`src/rtl/spi_master_arb.sv`:
```
// Two-requester SPI mode-0 master: arbitrates req[1:0], shifts one DATA_W frame MSB first, returns the captured word.
// Define SPI_ARB_RR_EN for round-robin arbitration; otherwise requester 0 has fixed priority.
module spi_master_arb #(
   parameter int DATA_W = 8,
   parameter int CLKDIV = 2
) (
   input  logic              sclk,
   input  logic              i_reset_n,
   input  logic [1:0]        req,
   input  logic [DATA_W-1:0] wdata0,
   input  logic [DATA_W-1:0] wdata1,
   output logic [1:0]        gnt,
   output logic              rsp_valid,
   output logic [DATA_W-1:0] rsp_data,
   output logic              rsp_id,
   output logic              busy,
   output logic              cs,
   output logic              spi_sck,
   output logic              mosi,
   input  logic              miso
);

   localparam int DIV_W = (CLKDIV > 1) ? $clog2(CLKDIV) : 1;
   localparam int BIT_W = $clog2(DATA_W);
   localparam logic [DIV_W-1:0] DIV_LAST = DIV_W'(CLKDIV - 1);
   localparam logic [BIT_W-1:0] BIT_LAST = BIT_W'(DATA_W - 1);

   typedef enum logic [1:0] {
      S_IDLE  = 2'd0,
      S_SHIFT = 2'd1,
      S_DONE  = 2'd2
   } state_t;

   state_t              r_state;
   logic [1:0]          r_gnt;
   logic                r_rsp_valid;
   logic [DATA_W-1:0]   r_rsp_data;
   logic                r_rsp_id;
   logic                r_busy;
   logic                r_cs;
   logic                r_sck;
   logic [DATA_W-1:0]   r_tx;
   logic [DATA_W-1:0]   r_rx;
   logic [DIV_W-1:0]    r_div;
   logic [BIT_W-1:0]    r_bit;
   logic                r_owner;

   state_t              w_state_nx;
   logic [1:0]          w_gnt_nx;
   logic                w_rsp_valid_nx;
   logic [DATA_W-1:0]   w_rsp_data_nx;
   logic                w_rsp_id_nx;
   logic                w_busy_nx;
   logic                w_cs_nx;
   logic                w_sck_nx;
   logic [DATA_W-1:0]   w_tx_nx;
   logic [DATA_W-1:0]   w_rx_nx;
   logic [DIV_W-1:0]    w_div_nx;
   logic [BIT_W-1:0]    w_bit_nx;
   logic                w_owner_nx;
   logic                w_pick;
   logic [DATA_W-1:0]   w_word;

`ifdef SPI_ARB_RR_EN
   logic                r_prio;
   logic                w_prio_nx;
`endif

   // Requester selection; only consulted while IDLE.
   always_comb begin
      w_pick = 1'b0;
`ifdef SPI_ARB_RR_EN
      if (req == 2'b11) begin
         w_pick = r_prio;
      end else begin
         w_pick = ~req[0];
      end
`else
      w_pick = ~req[0];
`endif
      w_word = w_pick ? wdata1 : wdata0;
   end

   // Next-state and next-output logic for the frame FSM.
   always_comb begin
      w_state_nx     = r_state;
      w_gnt_nx       = 2'b00;
      w_rsp_valid_nx = 1'b0;
      w_rsp_data_nx  = r_rsp_data;
      w_rsp_id_nx    = r_rsp_id;
      w_busy_nx      = r_busy;
      w_cs_nx        = r_cs;
      w_sck_nx       = r_sck;
      w_tx_nx        = r_tx;
      w_rx_nx        = r_rx;
      w_div_nx       = r_div;
      w_bit_nx       = r_bit;
      w_owner_nx     = r_owner;
`ifdef SPI_ARB_RR_EN
      w_prio_nx      = r_prio;
`endif
      case (r_state)
         S_IDLE: begin
            w_busy_nx = 1'b0;
            w_cs_nx   = 1'b1;
            w_sck_nx  = 1'b0;
            if (req != 2'b00) begin
               w_state_nx = S_SHIFT;
               w_gnt_nx   = w_pick ? 2'b10 : 2'b01;
               w_owner_nx = w_pick;
               w_tx_nx    = w_word;
               w_rx_nx    = {DATA_W{1'b0}};
               w_div_nx   = {DIV_W{1'b0}};
               w_bit_nx   = {BIT_W{1'b0}};
               w_busy_nx  = 1'b1;
               w_cs_nx    = 1'b0;
`ifdef SPI_ARB_RR_EN
               w_prio_nx  = ~w_pick;
`endif
            end else begin
               w_state_nx = S_IDLE;
            end
         end
         S_SHIFT: begin
            if (r_div == DIV_LAST) begin
               w_div_nx = {DIV_W{1'b0}};
               if (!r_sck) begin
                  // Rising spi_sck edge: capture miso.
                  w_sck_nx = 1'b1;
                  w_rx_nx  = {r_rx[DATA_W-2:0], miso};
               end else begin
                  w_sck_nx = 1'b0;
                  if (r_bit == BIT_LAST) begin
                     w_state_nx     = S_DONE;
                     w_cs_nx        = 1'b1;
                     w_rsp_valid_nx = 1'b1;
                     w_rsp_data_nx  = r_rx;
                     w_rsp_id_nx    = r_owner;
                     w_tx_nx        = {DATA_W{1'b0}};
                  end else begin
                     w_bit_nx = r_bit + BIT_W'(1);
                     w_tx_nx  = {r_tx[DATA_W-2:0], 1'b0};
                  end
               end
            end else begin
               w_div_nx = r_div + DIV_W'(1);
            end
         end
         S_DONE: begin
            w_state_nx = S_IDLE;
            w_busy_nx  = 1'b0;
            w_cs_nx    = 1'b1;
            w_sck_nx   = 1'b0;
         end
         default: begin
            w_state_nx = S_IDLE;
            w_busy_nx  = 1'b0;
            w_cs_nx    = 1'b1;
            w_sck_nx   = 1'b0;
         end
      endcase
   end

   // State and output registers; reset aborts any frame in flight.
   always_ff @(posedge sclk or negedge i_reset_n) begin
      if (!i_reset_n) begin
         r_state     <= S_IDLE;
         r_gnt       <= 2'b00;
         r_rsp_valid <= 1'b0;
         r_rsp_data  <= {DATA_W{1'b0}};
         r_rsp_id    <= 1'b0;
         r_busy      <= 1'b0;
         r_cs        <= 1'b1;
         r_sck       <= 1'b0;
         r_tx        <= {DATA_W{1'b0}};
         r_rx        <= {DATA_W{1'b0}};
         r_div       <= {DIV_W{1'b0}};
         r_bit       <= {BIT_W{1'b0}};
         r_owner     <= 1'b0;
`ifdef SPI_ARB_RR_EN
         r_prio      <= 1'b0;
`endif
      end else begin
         r_state     <= w_state_nx;
         r_gnt       <= w_gnt_nx;
         r_rsp_valid <= w_rsp_valid_nx;
         r_rsp_data  <= w_rsp_data_nx;
         r_rsp_id    <= w_rsp_id_nx;
         r_busy      <= w_busy_nx;
         r_cs        <= w_cs_nx;
         r_sck       <= w_sck_nx;
         r_tx        <= w_tx_nx;
         r_rx        <= w_rx_nx;
         r_div       <= w_div_nx;
         r_bit       <= w_bit_nx;
         r_owner     <= w_owner_nx;
`ifdef SPI_ARB_RR_EN
         r_prio      <= w_prio_nx;
`endif
      end
   end

   assign gnt       = r_gnt;
   assign rsp_valid = r_rsp_valid;
   assign rsp_data  = r_rsp_data;
   assign rsp_id    = r_rsp_id;
   assign busy      = r_busy;
   assign cs        = r_cs;
   assign spi_sck   = r_sck;
   assign mosi      = r_tx[DATA_W-1];

endmodule

```
`config.mk`:
```
export PLATFORM = sky130hd
export DESIGN_NAME = spi_master_arb
export DESIGN_NICKNAME = d
export VERILOG_FILES = /design/src/rtl/spi_master_arb.sv
export SDC_FILE = /design/constraint.sdc
export NUM_CORES = 1
export LEC_CHECK = 0
export CAP_MARGIN = 10
export CORE_MARGIN = 4
export CORE_UTILIZATION = 37
export DETAILED_ROUTE_END_ITERATION = 10
export GPL_TIMING_DRIVEN = 0
export SLEW_MARGIN = 20
export SYNTH_ARGS = -nofsm -noshare
export SYNTH_HDL_FRONTEND = slang
export SYNTH_SLANG_ARGS = --single-unit
```
`constraint.sdc`:
```
create_clock -name sclk -period 2.6 [get_ports sclk]
set_input_delay 0.52 -clock sclk [delete_from_list [all_inputs] [get_ports sclk]]
set_output_delay 0.52 -clock sclk [all_outputs]
set_load 0.05 [all_outputs]
```
# == After elaboration in Yosys (flattened, before gate mapping) ==
# Index checks and enable logic that the tools add are counted.
# classes
n_div,0
order_cmp,0
n_mux,40
eq_ne,8
multipliers,0
shift,0
bitwise_logic,1
n_addsub,2
n_reduce_logical,10
# op_table
operator,count
$mux W8,8
$pmux W8 S2,2
$mux W1,15
$mux W2,6
$mux W3,4
$ne A2 B2 Y1 const B,6
$reduce_and A4 Y1,3
$pmux W1 S2,3
$pmux W3 S2,1
$reduce_and A5 Y1,1
$pmux W2 S2,1
$reduce_and A2 Y1,2
$reduce_bool A2 Y1,2
$add A3 B1 Y3 const B,1
$eq A3 B3 Y1 const B,1
$reduce_and A3 Y1,1
$eq A2 B1 Y1 const B,1
$logic_not A2 Y1,1
$add A1 B1 Y1 const B,1
$not A1 Y1,1
# word_totals
ramBits,0
ff_bits,38
latchBits,0
mem_bits_ro,0
mem_count,0
elab_cells,74

# == Longest topological paths before layout ==
# Gate-level depths: netlist (run 1).
# depth
depth_word,5
mapped_depth,7
depth_no_buf,6

# == Worst setup path before layout (run 1) ==
# Ideal clock, no wire load.
# synth_path
path_kind,register to register
startpoint,"reg r_sck, in the netlist spi_sck"
endpoint,reg r_rx[0]
synth_period_minus_slack_ns,1.579
path_buffers,0
slack_ns,1.021
arrival_time_ns,1.458
t_required_ns,2.479
path_stages_with_launch,4
cell_sequence,dfrtp_1 nand2b_4 a211o_1 a22o_1
# synth_between
elab_chain_len,2
# synth_rtl
item,line_no,rtl
from (decl),41,logic r_sck;
from (signal assigned),191,r_sck <= w_sck_nx;
$ne A2 B2 Y1 (no line),--,
$reduce_and A4 Y1 (no line),--,
to (signal assigned),176,r_rx <= {DATA_W{1'b0}};
to (signal assigned),193,r_rx <= w_rx_nx;
to (decl),43,logic [DATA_W-1:0] r_rx;
# No other way between the ends.
# A chain may end at the register's enable or synchronous reset.

# == Final worst setup path (run 1) ==
# layout_path
startpoint,"reg r_sck, in the netlist spi_sck"
endpoint,out spi_sck
# layout_lines
item,line_no,rtl
to (decl),18,"output logic spi_sck,"
# No word-level cell between the ends.

==> flow_results.xml, run 1 <==
<?xml version="1.0" encoding="UTF-8"?>
<metrics>
  <group name="critical_path">
    <metric name="startpoint" unit="">spi_sck$_DFFE_PN0P_</metric>
    <metric name="max_incr_delay_on_cp" unit="ns">0.87</metric>
    <metric name="critPathBufInv" unit="">1</metric>
    <metric name="cp_cell_sequence" unit="">clkdlybuf4s50_1</metric>
    <metric name="critPathLaunchType" unit="">register</metric>
    <metric name="timing.rr.start" unit="">r_bit[0]$_DFFE_PN0P_</metric>
    <metric name="cp_top_family" unit="">buffers and inverters</metric>
    <metric name="cpMaxStageDelayCell" unit="">sky130_fd_sc_hd__clkdlybuf4s50_1</metric>
    <metric name="crit_required" unit="ns">2.08</metric>
    <metric name="arrival" unit="ns">1.66</metric>
    <metric name="critical_path_class" unit="">reg2out</metric>
    <metric name="critical_path.endpoint_type" unit="">output pin</metric>
    <metric name="path_max_fanout" unit="">8</metric>
  </group>
  <group name="detailed_routing">
    <metric name="route.antenna.remaining_nets" unit="">0</metric>
    <metric name="drt-initial-drc-count" unit="">58</metric>
    <metric name="drcViolationCount" unit="">0</metric>
    <metric name="totalWireLength" unit="um">3470</metric>
    <metric name="route.vias.total" unit="">1228</metric>
    <metric name="routed_wire_length_per_instance" unit="um">14.5</metric>
    <metric name="drt_pass_1_iters" unit="">5</metric>
    <metric name="via_per_inst" unit="">5.12</metric>
  </group>
  <group name="power_and_ir_drop">
    <metric name="comb_power_share" unit="">0.472</metric>
    <metric name="sequential_fraction_of_design_power" unit="">0.380</metric>
    <metric name="clock_power_share" unit="">0.149</metric>
    <metric name="power.leakage" unit="nW">1.03</metric>
    <metric name="ir_drop" unit="uV">601</metric>
    <metric name="power.density" unit="nW/um^2">1110</metric>
    <metric name="p_sw" unit="mW">1.01</metric>
    <metric name="netSwitchingFraction" unit="">0.404</metric>
    <metric name="internal_power" unit="mW">1.48</metric>
  </group>
  <group name="synth">
    <metric name="synthSimpleGateAreaFrac" unit="">0.128</metric>
    <metric name="yosysSeqAreaShare" unit="">0.553</metric>
    <metric name="synth_edf_count" unit="">0</metric>
    <metric name="mappedNetlistNets" unit="">168</metric>
    <metric name="synth_top_family_by_area" unit="">compound AO/OA/AOI/OAI gates</metric>
    <metric name="synth_cell_type_count" unit="">33</metric>
    <metric name="synthMuxAreaShare" unit="">0.106</metric>
    <metric name="synthAdderAreaFrac" unit="">0.0218</metric>
    <metric name="fraction_of_synthesis_flops_using_an_asynchronous_set_or_reset_pin" unit="">1.00</metric>
    <metric name="syn_avg_cell_area" unit="um^2">12.0</metric>
    <metric name="yosys_register_bits" unit="">38</metric>
    <metric name="synth-main-ff-cell" unit="">sky130_fd_sc_hd__dfrtp_1</metric>
    <metric name="compound_gate_fraction_of_synth_area" unit="">0.150</metric>
    <metric name="netlist_instances" unit="">144</metric>
    <metric name="yosysWarningCount" unit="">0</metric>
    <metric name="synth_area" unit="um^2">1720</metric>
    <metric name="synthXorXnorAreaFrac" unit="">0</metric>
  </group>
  <group name="run_status">
    <metric name="status" unit="">finished clean</metric>
  </group>
  <group name="placed_design">
    <metric name="placement.io_buffers" unit="">36</metric>
    <metric name="placedCellCount" unit="">233</metric>
    <metric name="hpwl_after_dpl" unit="um">2590</metric>
    <metric name="routabilityCongestion" unit="">0.770</metric>
  </group>
  <group name="finish">
    <metric name="design.final.nets" unit="">212</metric>
    <metric name="diodes" unit="">0</metric>
    <metric name="finalNonFillerCells" unit="">240</metric>
    <metric name="drive_gt1_frac" unit="">0.181</metric>
    <metric name="layout.core_utilization" unit="">0.504</metric>
    <metric name="area_growth" unit="%">30.0</metric>
  </group>
  <group name="global_routing">
    <metric name="grt_remaining_overflow" unit="">0</metric>
    <metric name="antenna_found_initial" unit="">0</metric>
    <metric name="grtUsageTotal" unit="">0.128</metric>
    <metric name="vias_in_the_first_global_route" unit="">1289</metric>
    <metric name="grt_start_max_net_pins" unit="">27</metric>
    <metric name="wire_length_of_the_first_global_routing_pass" unit="um">5980</metric>
  </group>
  <group name="timing">
    <metric name="maxSlewViolCount" unit="">0</metric>
    <metric name="final-setup-viol-count" unit="">0</metric>
    <metric name="setup-tns-final" unit="ns">0</metric>
    <metric name="hold_viol_final" unit="">0</metric>
    <metric name="final.min_clock_period" unit="ns">2.18</metric>
    <metric name="fin_skew" unit="ns">0.00881</metric>
    <metric name="worst_slew_pin_slew" unit="ns">0.513</metric>
    <metric name="fmaxAchievable" unit="MHz">459</metric>
    <metric name="rsz0062_at_grt" unit="">no</metric>
    <metric name="min_period_over_period" unit="">0.839</metric>
    <metric name="slew_headroom" unit="">0.657</metric>
  </group>
  <group name="clock_tree">
    <metric name="post_cts_resize_count" unit="">0</metric>
    <metric name="cts_tree" unit="">done</metric>
    <metric name="cts_num_sinks" unit="">38</metric>
    <metric name="clkLatencyLatePin" unit="ns">0.28</metric>
    <metric name="max-clock-path-buffers" unit="">2</metric>
    <metric name="cts-buffers-inserted" unit="">5</metric>
    <metric name="cts-hold-fix-buffers" unit="">0</metric>
    <metric name="buffers_inserted_by_post_cts_timing_repair" unit="">0</metric>
    <metric name="cts-root-buf" unit="">sky130_fd_sc_hd__clkbuf_8</metric>
    <metric name="h-tree-depth" unit="">2</metric>
    <metric name="clkTransAtPathRegs" unit="ns">0.07</metric>
  </group>
  <group name="floorplanning">
    <metric name="die_w" unit="um">76.2</metric>
    <metric name="design.core.area" unit="um^2">4440</metric>
    <metric name="starting_density_of_the_core" unit="">0.388</metric>
    <metric name="fp-row-count" unit="">24</metric>
    <metric name="floorplan.die.height" unit="um">76.2</metric>
    <metric name="dieArea" unit="um^2">5810</metric>
    <metric name="ios" unit="">37</metric>
  </group>
  <group name="run">
    <metric name="timing.max_cap.violations" unit="">0</metric>
  </group>
  <group name="min_path">
    <metric name="holdCritPathClass" unit="">in2async</metric>
  </group>
</metrics>
worst register-to-register path: cells and delay by family (launching register included):
kind	cells	cell delay, ns
DFF	1	0.40
adders and majority gates	2	0.47
and+or+nand+nor	2	0.25
AOI/OAI and AO/OA	2	0.39
state kept, by name (all words and copies together), names as in the netlist:
signal and cells:
r_rx 8, busy 1, rsp_valid 1, r_owner 1, spi_sck 1, r_state 2, rsp_id 1, cs 1
r_tx 8, r_bit 3, gnt 2, r_div 1, rsp_data 8
cell type report:
type                    instances  area, um^2
fillers                       409        2200
flip-flops and latches         38         952
multi-input cells              95         699
repair buffers                 37         375
clock buffers                   7        76.3
well taps                      52        65.1
plain buffers                   7        56.3
inverters                       4        15.0
cells in the mapped netlist, types with 2 or more instances:
library cell / n / area, um^2
sky130_fd_sc_hd__mux2i_1: 7 / 70.1
sky130_fd_sc_hd__mux2_2: 10 / 113
sky130_fd_sc_hd__buf_6: 3 / 33.8
sky130_fd_sc_hd__buf_2: 3 / 15.0
sky130_fd_sc_hd__a21oi_1: 9 / 45.0
sky130_fd_sc_hd__nand2_1: 3 / 11.3
sky130_fd_sc_hd__ha_1: 3 / 37.5
sky130_fd_sc_hd__dfrtp_1: 37 / 926
sky130_fd_sc_hd__nor2_1: 22 / 82.6
sky130_fd_sc_hd__a22o_1: 10 / 87.6
sky130_fd_sc_hd__nand3_1: 3 / 15.0
sky130_fd_sc_hd__inv_1: 4 / 15.0
sky130_fd_sc_hd__nand2b_4: 2 / 27.5
sky130_fd_sc_hd__a31oi_1: 8 / 50.1
sky130_fd_sc_hd__a21oi_2: 2 / 17.5
worst paths after layout:
path	slack [ns]	cells past startpoint	endpoint
max	0.42	1	spi_sck
min	0.13	1	r_owner$_DFFE_PN0P_
max reg2reg	0.98	6	r_bit[1]$_DFFE_PN0P_
min reg2reg	0.50	1	r_bit[0]$_DFFE_PN0P_
max in group asynchronous	2.03	2	rsp_data[3]$_DFFE_PN0P_
min in group sclk	0.50	1	r_bit[0]$_DFFE_PN0P_
stage by stage:
stage / hold slack [ns] / setup WS [ns] / cell area [um^2] / power, mW
final: 0.128 / 0.419 / 2240 / 2.49
after global routing: 0.150 / 0.357 / 2240 / 2.65
after CTS: 0.133 / 0.395 / 2240 / 2.52
after global placement: 0.473 / 0.145 / 2150 / 2.10
after detailed placement: 0.447 / 0.604 / 2160 / 2.14
after floorplan: 0.224 / 1.02 / 1720 / 1.79
cell usage in the layout, fill, tap and decap left out, types with 2 or more instances in the layout:
| master | instances |
|---|---|
| sky130_fd_sc_hd__buf_2 | 4 |
| sky130_fd_sc_hd__a21oi_1 | 9 |
| sky130_fd_sc_hd__nand3_1 | 3 |
| sky130_fd_sc_hd__mux2_2 | 10 |
| sky130_fd_sc_hd__inv_1 | 4 |
| sky130_fd_sc_hd__ha_1 | 3 |
| sky130_fd_sc_hd__nand2_1 | 3 |
| sky130_fd_sc_hd__buf_6 | 3 |
| sky130_fd_sc_hd__a22o_1 | 10 |
| sky130_fd_sc_hd__nand2b_4 | 2 |
| sky130_fd_sc_hd__a21oi_2 | 2 |
| sky130_fd_sc_hd__clkdlybuf4s50_1 | 35 |
| sky130_fd_sc_hd__nor2_1 | 22 |
| sky130_fd_sc_hd__clkbuf_8 | 5 |
| sky130_fd_sc_hd__mux2i_1 | 7 |
| sky130_fd_sc_hd__a31oi_1 | 8 |
| sky130_fd_sc_hd__clkbuf_1 | 2 |
| sky130_fd_sc_hd__dfrtp_1 | 37 |
routing by layer:
layer	wire length, um	share of wire	global-route usage
met3	227	0.065	0.0485
met1	1630	0.47	0.162
met2	1560	0.45	0.200
met5	0	0	0
met4	52	0.015	0.0435
power groups by stage:
stage	logic, mW	clock network [mW]	registers (mW)
finish	1.17	0.370	0.945
global route	1.27	0.408	0.974
CTS	1.19	0.387	0.948
detailed placement	1.19	0	0.954
global placement	1.15	0	0.948
floorplan	0.578	0	1.21
cells by family (layout without fill, tap and decap cells):
kind of cell / after synthesis / count (layout)
mux: 17 / 17
compound gates: 36 / 36
simple gates: 39 / 39
fa+ha+maj: 3 / 3
flops: 38 / 38
buf+inv: 11 / 55
Power figures use the tool's default switching activity.
==> inputs of run 2 (changes only) <==
- clock period: 2.6 -> 1.8 ns (I/O delays scaled with it)
==> flow_results.xml, run 2 (synthesized netlist as in run 1, its figures left out) <==
<?xml version="1.0" encoding="UTF-8"?>
<metrics>
  <group name="timing">
    <metric name="hold_viol_final" unit="">0</metric>
    <metric name="maxSlewViolCount" unit="">0</metric>
    <metric name="fmaxAchievable" unit="MHz">569</metric>
    <metric name="slew_headroom" unit="">0.657</metric>
    <metric name="whs" unit="ns">0.496</metric>
    <metric name="worst_slew_pin_slew" unit="ns">0.513</metric>
    <metric name="final-setup-viol-count" unit="">0</metric>
    <metric name="rsz0062_at_grt" unit="">no</metric>
    <metric name="setup-tns-final" unit="ns">0</metric>
    <metric name="final.min_clock_period" unit="ns">1.76</metric>
    <metric name="fin_skew" unit="ns">0.00872</metric>
    <metric name="min_period_over_period" unit="">0.976</metric>
    <metric name="finalWorstSetupSlack" unit="ns">0.0435</metric>
  </group>
  <group name="detailed_routing">
    <metric name="route.antenna.remaining_nets" unit="">0</metric>
    <metric name="routed_wire_length_per_instance" unit="um">14.5</metric>
    <metric name="drcViolationCount" unit="">0</metric>
    <metric name="via_per_inst" unit="">5.10</metric>
    <metric name="totalWireLength" unit="um">3480</metric>
    <metric name="drt-initial-drc-count" unit="">62</metric>
    <metric name="route.vias.total" unit="">1229</metric>
    <metric name="drt_pass_1_iters" unit="">4</metric>
  </group>
  <group name="floorplanning">
    <metric name="die_w" unit="um">76.2</metric>
    <metric name="ios" unit="">37</metric>
    <metric name="dieArea" unit="um^2">5810</metric>
    <metric name="design.core.area" unit="um^2">4440</metric>
    <metric name="fp-row-count" unit="">24</metric>
    <metric name="floorplan.die.height" unit="um">76.2</metric>
    <metric name="starting_density_of_the_core" unit="">0.388</metric>
  </group>
  <group name="run_status">
    <metric name="status" unit="">finished clean</metric>
  </group>
  <group name="placed_design">
    <metric name="routabilityCongestion" unit="">0.770</metric>
    <metric name="placedCellCount" unit="">233</metric>
    <metric name="hpwl_after_dpl" unit="um">2590</metric>
    <metric name="dpl_worst_slack" unit="ns">-0.0360</metric>
    <metric name="placement.io_buffers" unit="">36</metric>
  </group>
  <group name="power_and_ir_drop">
    <metric name="internal_power" unit="mW">2.07</metric>
    <metric name="power.density" unit="nW/um^2">1570</metric>
    <metric name="netSwitchingFraction" unit="">0.412</metric>
    <metric name="clock_power_share" unit="">0.152</metric>
    <metric name="power.leakage" unit="nW">1.13</metric>
    <metric name="p_sw" unit="mW">1.45</metric>
    <metric name="ir_drop" unit="uV">815</metric>
    <metric name="sequential_fraction_of_design_power" unit="">0.387</metric>
    <metric name="comb_power_share" unit="">0.461</metric>
  </group>
  <group name="critical_path">
    <metric name="cp_cell_sequence" unit="">clkdlybuf4s50_1</metric>
    <metric name="crit_required" unit="ns">1.44</metric>
    <metric name="arrival" unit="ns">1.40</metric>
    <metric name="path_max_fanout" unit="">1</metric>
    <metric name="max_incr_delay_on_cp" unit="ns">0.80</metric>
    <metric name="cpMaxStageDelayCell" unit="">sky130_fd_sc_hd__clkdlybuf4s50_1</metric>
    <metric name="critPathLaunchType" unit="">register</metric>
    <metric name="critical_path.endpoint_type" unit="">output pin</metric>
    <metric name="critical_path_class" unit="">reg2out</metric>
    <metric name="critPathBufInv" unit="">1</metric>
    <metric name="cp_top_family" unit="">buffers and inverters</metric>
  </group>
  <group name="finish">
    <metric name="regArea" unit="um^2">952</metric>
    <metric name="layout_common_cells" unit="">37 x sky130_fd_sc_hd__dfrtp_1, 22 x sky130_fd_sc_hd__nor2_1, 20 x sky130_fd_sc_hd__clkdlybuf4s50_1</metric>
    <metric name="design.final.nets" unit="">213</metric>
    <metric name="multi_input_combinational_cell_area" unit="um^2">699</metric>
    <metric name="finalNonFillerCells" unit="">241</metric>
    <metric name="diodes" unit="">0</metric>
    <metric name="area_growth" unit="%">30.1</metric>
    <metric name="drive_gt1_frac" unit="">0.180</metric>
    <metric name="filler_cell_count" unit="">412</metric>
    <metric name="most_common_cell_after_layout_fill_and_taps_aside" unit="">sky130_fd_sc_hd__dfrtp_1</metric>
  </group>
  <group name="global_routing">
    <metric name="vias_in_the_first_global_route" unit="">1299</metric>
    <metric name="grt_start_max_net_pins" unit="">27</metric>
    <metric name="grt_remaining_overflow" unit="">0</metric>
    <metric name="wire_length_of_the_first_global_routing_pass" unit="um">6010</metric>
    <metric name="antenna_found_initial" unit="">0</metric>
    <metric name="grtUsageTotal" unit="">0.129</metric>
  </group>
  <group name="clock_tree">
    <metric name="cts_tree" unit="">done</metric>
    <metric name="cts-buffers-inserted" unit="">5</metric>
    <metric name="cts-root-buf" unit="">sky130_fd_sc_hd__clkbuf_8</metric>
    <metric name="clkTransAtPathRegs" unit="ns">0.07</metric>
    <metric name="h-tree-depth" unit="">2</metric>
    <metric name="clkLatencyLatePin" unit="ns">0.28</metric>
    <metric name="max-clock-path-buffers" unit="">2</metric>
    <metric name="cts_num_sinks" unit="">38</metric>
  </group>
  <group name="run">
    <metric name="timing.max_cap.violations" unit="">0</metric>
  </group>
  <group name="min_path">
    <metric name="holdCritPathClass" unit="">reg2reg</metric>
  </group>
</metrics>
run 2: what timing repair did:
action                                 in CTS  in global routing
resized for setup                          12                  3
setup endpoints to repair                  12                  3
endpoints found under the hold margin      11                  0
hold buffers                                1                  0
setup buffers                               0                  0
run 2: per-stage QoR:
stage | instance area (um^2) | util | power, mW
floorplan | 1720 | - | 2.58
global placement | 2150 | 0.483 | 3.03
detailed placement | 2160 | 0.487 | 3.09
CTS | 2230 | 0.503 | 3.57
global route | 2240 | 0.505 | 3.75
finish | 2240 | 0.505 | 3.52
run 2: per-layer routing:
layer | GRT usage | up-vias | share of wire | wire, um
met5 | 0 | - | 0 | 0
met4 | 0.0435 | 0 | 0.015 | 52
met3 | 0.0485 | 5 | 0.066 | 229
met2 | 0.203 | 41 | 0.45 | 1570
met1 | 0.162 | 581 | 0.47 | 1630
li1 | - | 602 | - | -
run 2: final cells by class:
cell class	instances	area share
sequential	38	0.425
tap	52	0.0290
inverter	4	0.00670
timing repair buffer	38	0.169
buffer	7	0.0251
clock buffer	7	0.0340
multi-input combinational	95	0.312
run 2: final timing paths:
kind | slack, ns | from | depth (start not counted) | to
setup / recovery | 0.04 | gnt[1]$_DFF_PN0_ | 1 | gnt[1]
hold / removal | 0.50 | r_bit[0]$_DFFE_PN0P_ | 1 | r_bit[0]$_DFFE_PN0P_
setup reg to reg | 0.17 | r_bit[0]$_DFFE_PN0P_ | 6 | r_bit[1]$_DFFE_PN0P_
hold reg to reg | 0.50 | r_bit[0]$_DFFE_PN0P_ | 1 | r_bit[0]$_DFFE_PN0P_
max in group asynchronous | 0.85 | i_reset_n | 3 | rsp_data[3]$_DFFE_PN0P_
min in group asynchronous | 0.51 | i_reset_n | 2 | gnt[0]$_DFF_PN0_
run 2: power groups by stage:
stage          clock network [mW]  logic [mW]  registers, mW
2_1_floorplan                   0       0.835           1.75
3_3_place_gp                    0        1.66           1.37
3_5_place_dp                    0        1.71           1.38
4_1_cts                     0.559        1.65           1.37
5_1_grt                     0.590        1.76           1.40
6_report                    0.534        1.62           1.36
==> inputs of run 3 (changes only) <==
- TNS_END_PERCENT: not set -> 100
==> results of run 3 <==
Same layout as run 2: the final DEF is identical, and so are final timing and power.
